$ cat src/rtl/subband_synth_combiner.sv
// subband_synth_combiner: weights one 16-band frame by programmable gains and sums it serially into one rounded, saturated sample
//   clk_en        gated sample clock
//   reset         synchronous, active-high; aborts any frame and reloads unity gains
//   band_in       flattened subband frame, band k at [k*BW +: BW] (sfix27_En22)
//   band_valid    frame strobe; accepted in IDLE or DONE, dropped (overrun) in ACCUM
//   gain_wr_*     gain register write port (sfix12_En10); gain_wr_rdy low while accumulating
//   busy          frame in progress
//   sample_out    reconstructed sample (sfix10_En9), held between pulses
//   out_valid     one-cycle pulse 17 edges after the accepting edge
//   overrun       sticky dropped-frame flag
module subband_synth_combiner #(
    parameter int NB    = 16,
    parameter int BW    = 27,
    parameter int GW    = 12,
    parameter int OUT_W = 10,
    parameter int SHIFT = 23,
    parameter int ACC_W = BW + GW + 4
) (
    input  logic                    clk_en,
    input  logic                    reset,
    input  logic [NB*BW-1:0]        band_in,
    input  logic                    band_valid,
    input  logic                    gain_wr_en,
    input  logic [$clog2(NB)-1:0]   gain_wr_addr,
    input  logic [GW-1:0]           gain_wr_data,
    output logic                    gain_wr_rdy,
    output logic                    busy,
    output logic [OUT_W-1:0]        sample_out,
    output logic                    out_valid,
    output logic                    overrun
);
    localparam int AW = $clog2(NB);
    localparam int PW = BW + GW;
    localparam logic [AW-1:0]          LAST  = AW'(NB - 1);
    localparam logic signed [GW-1:0]   UNITY = GW'(2 ** (GW - 2));
    localparam logic signed [ACC_W-1:0] HALF = ACC_W'(2 ** (SHIFT - 1));
    localparam logic signed [ACC_W-1:0] MAXV = ACC_W'(2 ** (OUT_W - 1) - 1);
    localparam logic signed [ACC_W-1:0] MINV = ACC_W'(-(2 ** (OUT_W - 1)));

    typedef enum logic [1:0] {IDLE, ACCUM, DONE} state_t;
    state_t state;

    logic signed [BW-1:0]    snap [NB];
    logic signed [GW-1:0]    gain [NB];
    logic signed [ACC_W-1:0] acc;
    logic signed [ACC_W-1:0] rnd;
    logic signed [PW-1:0]    prod;
    logic [OUT_W-1:0]        sat;
    logic [AW-1:0]           idx;
    logic                    accept;

    assign gain_wr_rdy = state != ACCUM;
    assign busy        = state != IDLE;
    assign accept      = band_valid && state != ACCUM;
    assign prod        = PW'(snap[idx]) * PW'(gain[idx]);
    // Round half up by biasing before the arithmetic shift.
    assign rnd         = (acc + HALF) >>> SHIFT;
    assign sat         = rnd > MAXV ? MAXV[OUT_W-1:0] : rnd < MINV ? MINV[OUT_W-1:0] : rnd[OUT_W-1:0];

    // Snapshot needs no reset: it is only read after an accept has loaded it.
    always_ff @(posedge clk_en) begin
        if (accept)
            for (int k = 0; k < NB; k++)
                snap[k] <= band_in[k*BW +: BW];
    end

    always_ff @(posedge clk_en) begin
        if (reset) begin
            state      <= IDLE;
            acc        <= '0;
            idx        <= '0;
            sample_out <= '0;
            out_valid  <= 1'b0;
            overrun    <= 1'b0;
            for (int k = 0; k < NB; k++)
                gain[k] <= UNITY;
        end else begin
            out_valid <= state == DONE;
            if (state == DONE)
                sample_out <= sat;
            // Writes are blocked during ACCUM so a frame sees one consistent gain set;
            // a write on the accepting edge lands before the first product.
            if (gain_wr_en && gain_wr_rdy)
                gain[gain_wr_addr] <= gain_wr_data;
            if (band_valid && state == ACCUM)
                overrun <= 1'b1;
            if (accept) begin
                state <= ACCUM;
                acc   <= '0;
                idx   <= '0;
            end else if (state == ACCUM) begin
                acc <= acc + ACC_W'(prod);
                idx <= idx + 1'b1;
                if (idx == LAST)
                    state <= DONE;
            end else if (state == DONE) begin
                state <= IDLE;
            end
        end
    end
endmodule

$ cat config.mk
export PLATFORM = sky130hd
export DESIGN_NAME = subband_synth_combiner
export DESIGN_NICKNAME = d
export VERILOG_FILES = /design/src/rtl/subband_synth_combiner.sv
export SDC_FILE = /design/constraint.sdc
export NUM_CORES = 2
export LEC_CHECK = 0
export ABC_AREA = 1
export BUFFER_PORTS_ARGS = -buffer_cell sky130_fd_sc_hd__buf_2
export CAP_MARGIN = 15
export CORE_MARGIN = 5
export CORE_UTILIZATION = 35
export DETAILED_ROUTE_END_ITERATION = 10
export GPL_TIMING_DRIVEN = 0
export MAX_ROUTING_LAYER = met4
export SLEW_MARGIN = 20
export SYNTH_ARGS = -nofsm -noshare
export SYNTH_HDL_FRONTEND = slang
export SYNTH_SLANG_ARGS = --single-unit
$ cat constraint.sdc
create_clock -name clk_en -period 58.7 [get_ports clk_en]
set_input_delay 0 -clock clk_en [delete_from_list [all_inputs] [get_ports clk_en]]
set_output_delay 0 -clock clk_en [all_outputs]
set_load 0.02 [all_outputs]
Word level (Yosys, flattened, before mapping)
Memories as Yosys holds them, arrays and structs flattened. A register that Yosys moved wholly into a read port is not among the register bits.
Index checks and enable logic that the tools add are counted.
W data, S select, Z words.
{"block": "op_classes", "add_sub_neg": 3, "mul": 1, "div_mod_pow": 0, "order_cmp": 2, "eq_ne": 6, "n_shift": 0, "mux": 20, "n_bitwise": 0, "n_reduce_logical": 10}
{"cell": "$add A43 B24 Y43 const B", "n": 1}
{"cell": "$add A43 B39 Y43", "n": 1}
{"cell": "$mul A27 B12 Y39", "n": 1}
{"cell": "$gt A20 B10 Y1 const B", "n": 1}
{"cell": "$lt A20 B10 Y1 const B", "n": 1}
{"cell": "$mux W10", "n": 2}
{"cell": "$mux W4", "n": 5}
{"cell": "$mux W12", "n": 1}
{"cell": "$reduce_or A12 Y1", "n": 1}
{"cell": "$mux W1", "n": 9}
{"cell": "$mux W2", "n": 3}
{"cell": "$add A4 B1 Y4 const B", "n": 1}
{"cell": "$eq A4 B4 Y1 const B", "n": 1}
{"cell": "$ne A2 B1 Y1 const B", "n": 2}
{"cell": "$reduce_and A2 Y1", "n": 2}
{"cell": "$reduce_bool A2 Y1", "n": 2}
{"cell": "$logic_and A1 B1 Y1", "n": 3}
{"cell": "$ne A3 B2 Y1 const B", "n": 1}
{"cell": "$reduce_bool A3 Y1", "n": 1}
{"cell": "$eq A2 B1 Y1 const B", "n": 1}
{"cell": "$eq A2 B2 Y1 const B", "n": 1}
{"cell": "$reduce_or A2 Y1", "n": 1}
{"block": "word_totals", "register_bits": 61, "latchBits": 0, "ramBits": 624, "romBits": 0, "out_inout_bits": 14, "elab_cells": 51, "memories": 2}
{"memory": "snap", "depth": 16, "width": 27, "read_ports": 1, "rd_clocked_by_memory_dff": 1, "wr": 16, "line_no": "43", "text": "logic signed [BW-1:0] snap [NB];"}
{"memory": "gain", "depth": 16, "width": 12, "read_ports": 1, "rd_clocked_by_memory_dff": 1, "wr": 16, "line_no": "44", "text": "logic signed [GW-1:0] gain [NB];"}

Depth between registers and ports, before layout
{"block": "logic_depth", "depth_word": 7, "depth_mapped": 40, "mapped_depth_nobuf": 36}

Worst setup path before layout
No wires, ideal clock.
{"block": "synth_timing", "path_type": "register -> register", "startpoint": "reg state[0]", "endpoint": "reg acc[21]", "arrival_ns": 21.654, "path_slack_ns": 36.932, "path_stages_with_launch": 10, "period_less_slack_ns": 21.768, "path_cell_list": "dfxtp_1 -> inv_1 -> nor2_2 -> nor2_1 -> nor2_1 -> inv_2 -> clkbuf_1 -> a21oi_1 -> o21ai_1 -> inv_1"}
{"block": "synth_via", "elab_chain_len": 3}
{"item": "start: declaration", "line_no": "41", "text": "state_t state;"}
{"item": "start signal: assignment", "line_no": "69", "text": "state <= IDLE;"}
{"item": "start signal: assignment", "line_no": "88", "text": "state <= ACCUM;"}
{"item": "start signal: assignment", "line_no": "95", "text": "state <= DONE;"}
{"item": "$ne A2 B1 Y1", "line_no": "54", "text": "assign accept = band_valid && state != ACCUM;"}
{"item": "$logic_and A1 B1 Y1", "line_no": "54"}
{"item": "net accept", "line_no": "50", "text": "logic accept;"}
{"item": "$reduce_or A2 Y1 (no source line)"}
{"item": "end signal: assignment", "line_no": "92", "text": "acc <= acc + ACC_W'(prod);"}
{"item": "end: declaration", "line_no": "45", "text": "logic signed [ACC_W-1:0] acc;"}
The timed path passes the listed nets, and every way through them passes these cells.
A chain may end at the register's enable or synchronous reset.

==> metrics.md <==
| Metric | Value |
|---|---|
| Post-synthesis sequential area ratio | 46.9% |
| Leading area contributor after synthesis | edfxtp_1 |
| Area Overhead vs Synth | 33.0% |
| EDFF count, synth | 624 |
| Total grt overflow | 0 |
| Count of distinct cell types in the synthesized netlist | 47 |
| Vias in the first global route | 37.3k |
| Via/cell ratio | 5.07 |
| Worst Clk Skew | 58.5 ps |
| Initial Utilization | 35.1% |
| Hold buffer count at cts | 656 |
| Critical path buffer and inverter count | 8 |
| Tot GR Track Use | 26.5% |
| Final Cycle Share | 14.5% |
| Syn_area_per_cell | 10.5 µm² |
| RD Place Congestion | 0.994 |
| Setup crit end kind | register |
| Worst EP arrival | 9030 ps |
| FFs w/ async S/R, synth | 0% |
| FF+latch count, synth | 689 |
| Post-route DRC | 0 |
| Max Cap Viol | 0 |
| IO Pins | 466 |
| HP Class | in2reg |
| Critical path peak fanout | 10 |
| Max H-tree Level | 3 |
| Most common cell in the netlist | inv_1 |
| Final HPWL DP | 124000 µm |
| Core area | 122000 µm² |
| Top cells by area, synth | edfxtp_1 44%, fa_1 16%, inv_1 6.5% |
| Longest Clk Path Bufs | 3 |
| Clk root buf | clkbuf_16 |
| Final antenna-violating net count | 0 |
| WS Path Type | reg2reg |
| CTS tree | yes |
| Die H | 359 µm |
| WL final | 170000 µm |
| Slew Viols, Final | 0 |
| Syn Inst Count | 4061 |
| Initial drt markers | 3385 |
| PostCTS Resize Cnt | 0 |
| Hold Fails Final Rpt | 0 |
| Crit path time final | 8510 ps |
| IO Port Bufs | 465 |
| Syn Std Cell Area | 42700 µm² |
| Max incr delay on CP | 740 ps |
| Tightest slew margin relative to the limit | 18.8% |
| Placement row count | 128 |
| Storage cell area | 20000 µm² |
| Area of the multi-input gates | 18500 µm² |
| Outcome | completed |
| FMAX | 118 MHz |
| Worst-Skew Late Latency | 710 ps |
| Post-CTS Setup Repair Bufs | 0 |
| Top FF cell, synth | edfxtp_1 |
| Unrepaired setup endpoints after global routing | false |
| Req. time, crit path | 59220 ps |
| Crit-path slowest cell | clkbuf_1 |
| CTS Buf Count | 79 |
| Reg clk slew, reported paths | 70 ps |
| Chip Width | 359 µm |
| Wire length per cell | 24.2 µm |
| Vias | 35.5k |
| Synth warn | 0 |
| Synth top area share | 43.9% |
| Die area | 129000 µm² |
| First-pass GRT wire length | 245000 µm |
| Share of cells above drive strength 1 | 14.6% |
| Final setup fails | 0 |
| CP delay by family, top | adder cells |
| Synth top cells by count | 734 x inv_1, 624 x edfxtp_1, 574 x nand2_1 |
| Pin count of the biggest net entering global routing | 30 |
| Worst-Margin Slew | 1210 ps |
| Initial antenna violation count | 44 |
| Initial DRT Pass Iterations | 6 |
| # nets final | 6185 |
| Filler Cells Inserted | 11.0k |
| Critical Path Start Type | register |
| Synth Net Count | 4964 |
| Hold Slack | 21.5 ps |
| Clock Sinks | 689 |
| Fin Setup TNS | 0 ps |
-- cells by family (layout without fill, tap and decap cells) --
family                     count (synthesis)  count (layout)  share of synthesized area (%)
other                                      0              43                              0
DFF                                      689             689                           46.9
and+or+nand+nor                         1039            1039                           9.90
buffers and inverters                    964            2248                           9.75
AOI/OAI and AO/OA                        724             724                           9.70
adders and majority gates                451             451                           19.3
muxes                                    156             156                           3.66
xor gates and xnor gates                  38              38                          0.780
-- metrics by stage --
stage	area, µm²	setup WS (ps)	utilization (%)	std cells
4_1_cts	56700	50250	46.6	6970
2_1_floorplan	42700	36930	-	4061
3_5_place_dp	47500	50310	39.1	6170
6_report	56800	50190	46.7	7013
3_3_place_gp	47000	22290	38.7	6151
5_1_grt	56800	49740	46.7	7013
-- area by class of cell --
cell class | instances | area share (%)
flip-flops and latches | 689 | 35.3
multi-input cells | 2408 | 32.6
repair buffers | 1140 | 16.5
inverters | 758 | 5.01
clock buffers | 100 | 3.71
well taps | 1625 | 3.58
plain buffers | 206 | 2.32
clock inverters | 44 | 0.855
diodes | 43 | 0.190
-- placed cells by master, fill, tap and decap left out, types with 43 or more instances in the layout --
master,instances
diode_2,43
o211ai_1,149
clkbuf_1,98
clkbuf_16,81
nand2_1,574
o21ai_0,254
mux2i_1,156
nand3_1,91
buf_2,503
a21oi_1,260
inv_1,734
ha_1,107
buf_6,43
edfxtp_1,624
fa_1,344
dfxtp_1,65
nor2_1,315
dlygate4sd3_1,656
-- layer usage --
layer / part of all wire [%] / wire length (µm) / GRT usage, % / up-vias
li1: - / - / - / 15790
met1: 38 / 64600 / 31.5 / 17495
met2: 48 / 80900 / 42.8 / 1792
met3: 8.5 / 14500 / 5.78 / 462
met4: 5.8 / 9760 / 12.8 / 0
met5: 0 / 0 / - / -
-- worst paths after layout --
path / cells after the start / slack, ps / from / to
worst max register to register: 26 / 50190 / register / acc[42]
worst min register to register: 1 / 470 / overrun / overrun
worst max-delay path: 26 / 50190 / register / acc[42]
worst min-delay path: 2 / 20 / band_in[365] / snap[13][14]
-- sequential cells by signal, summed over array words and instances, names as in the netlist, named ones only --
register and flops:
acc 43, gain 192, idx 4, out_valid 1, overrun 1, sample_out 10
snap 432, state 2
Power is left out: the tool's default activity adds up to more than one toggle a clock period on the data nets, which glitch-free logic cannot reach.
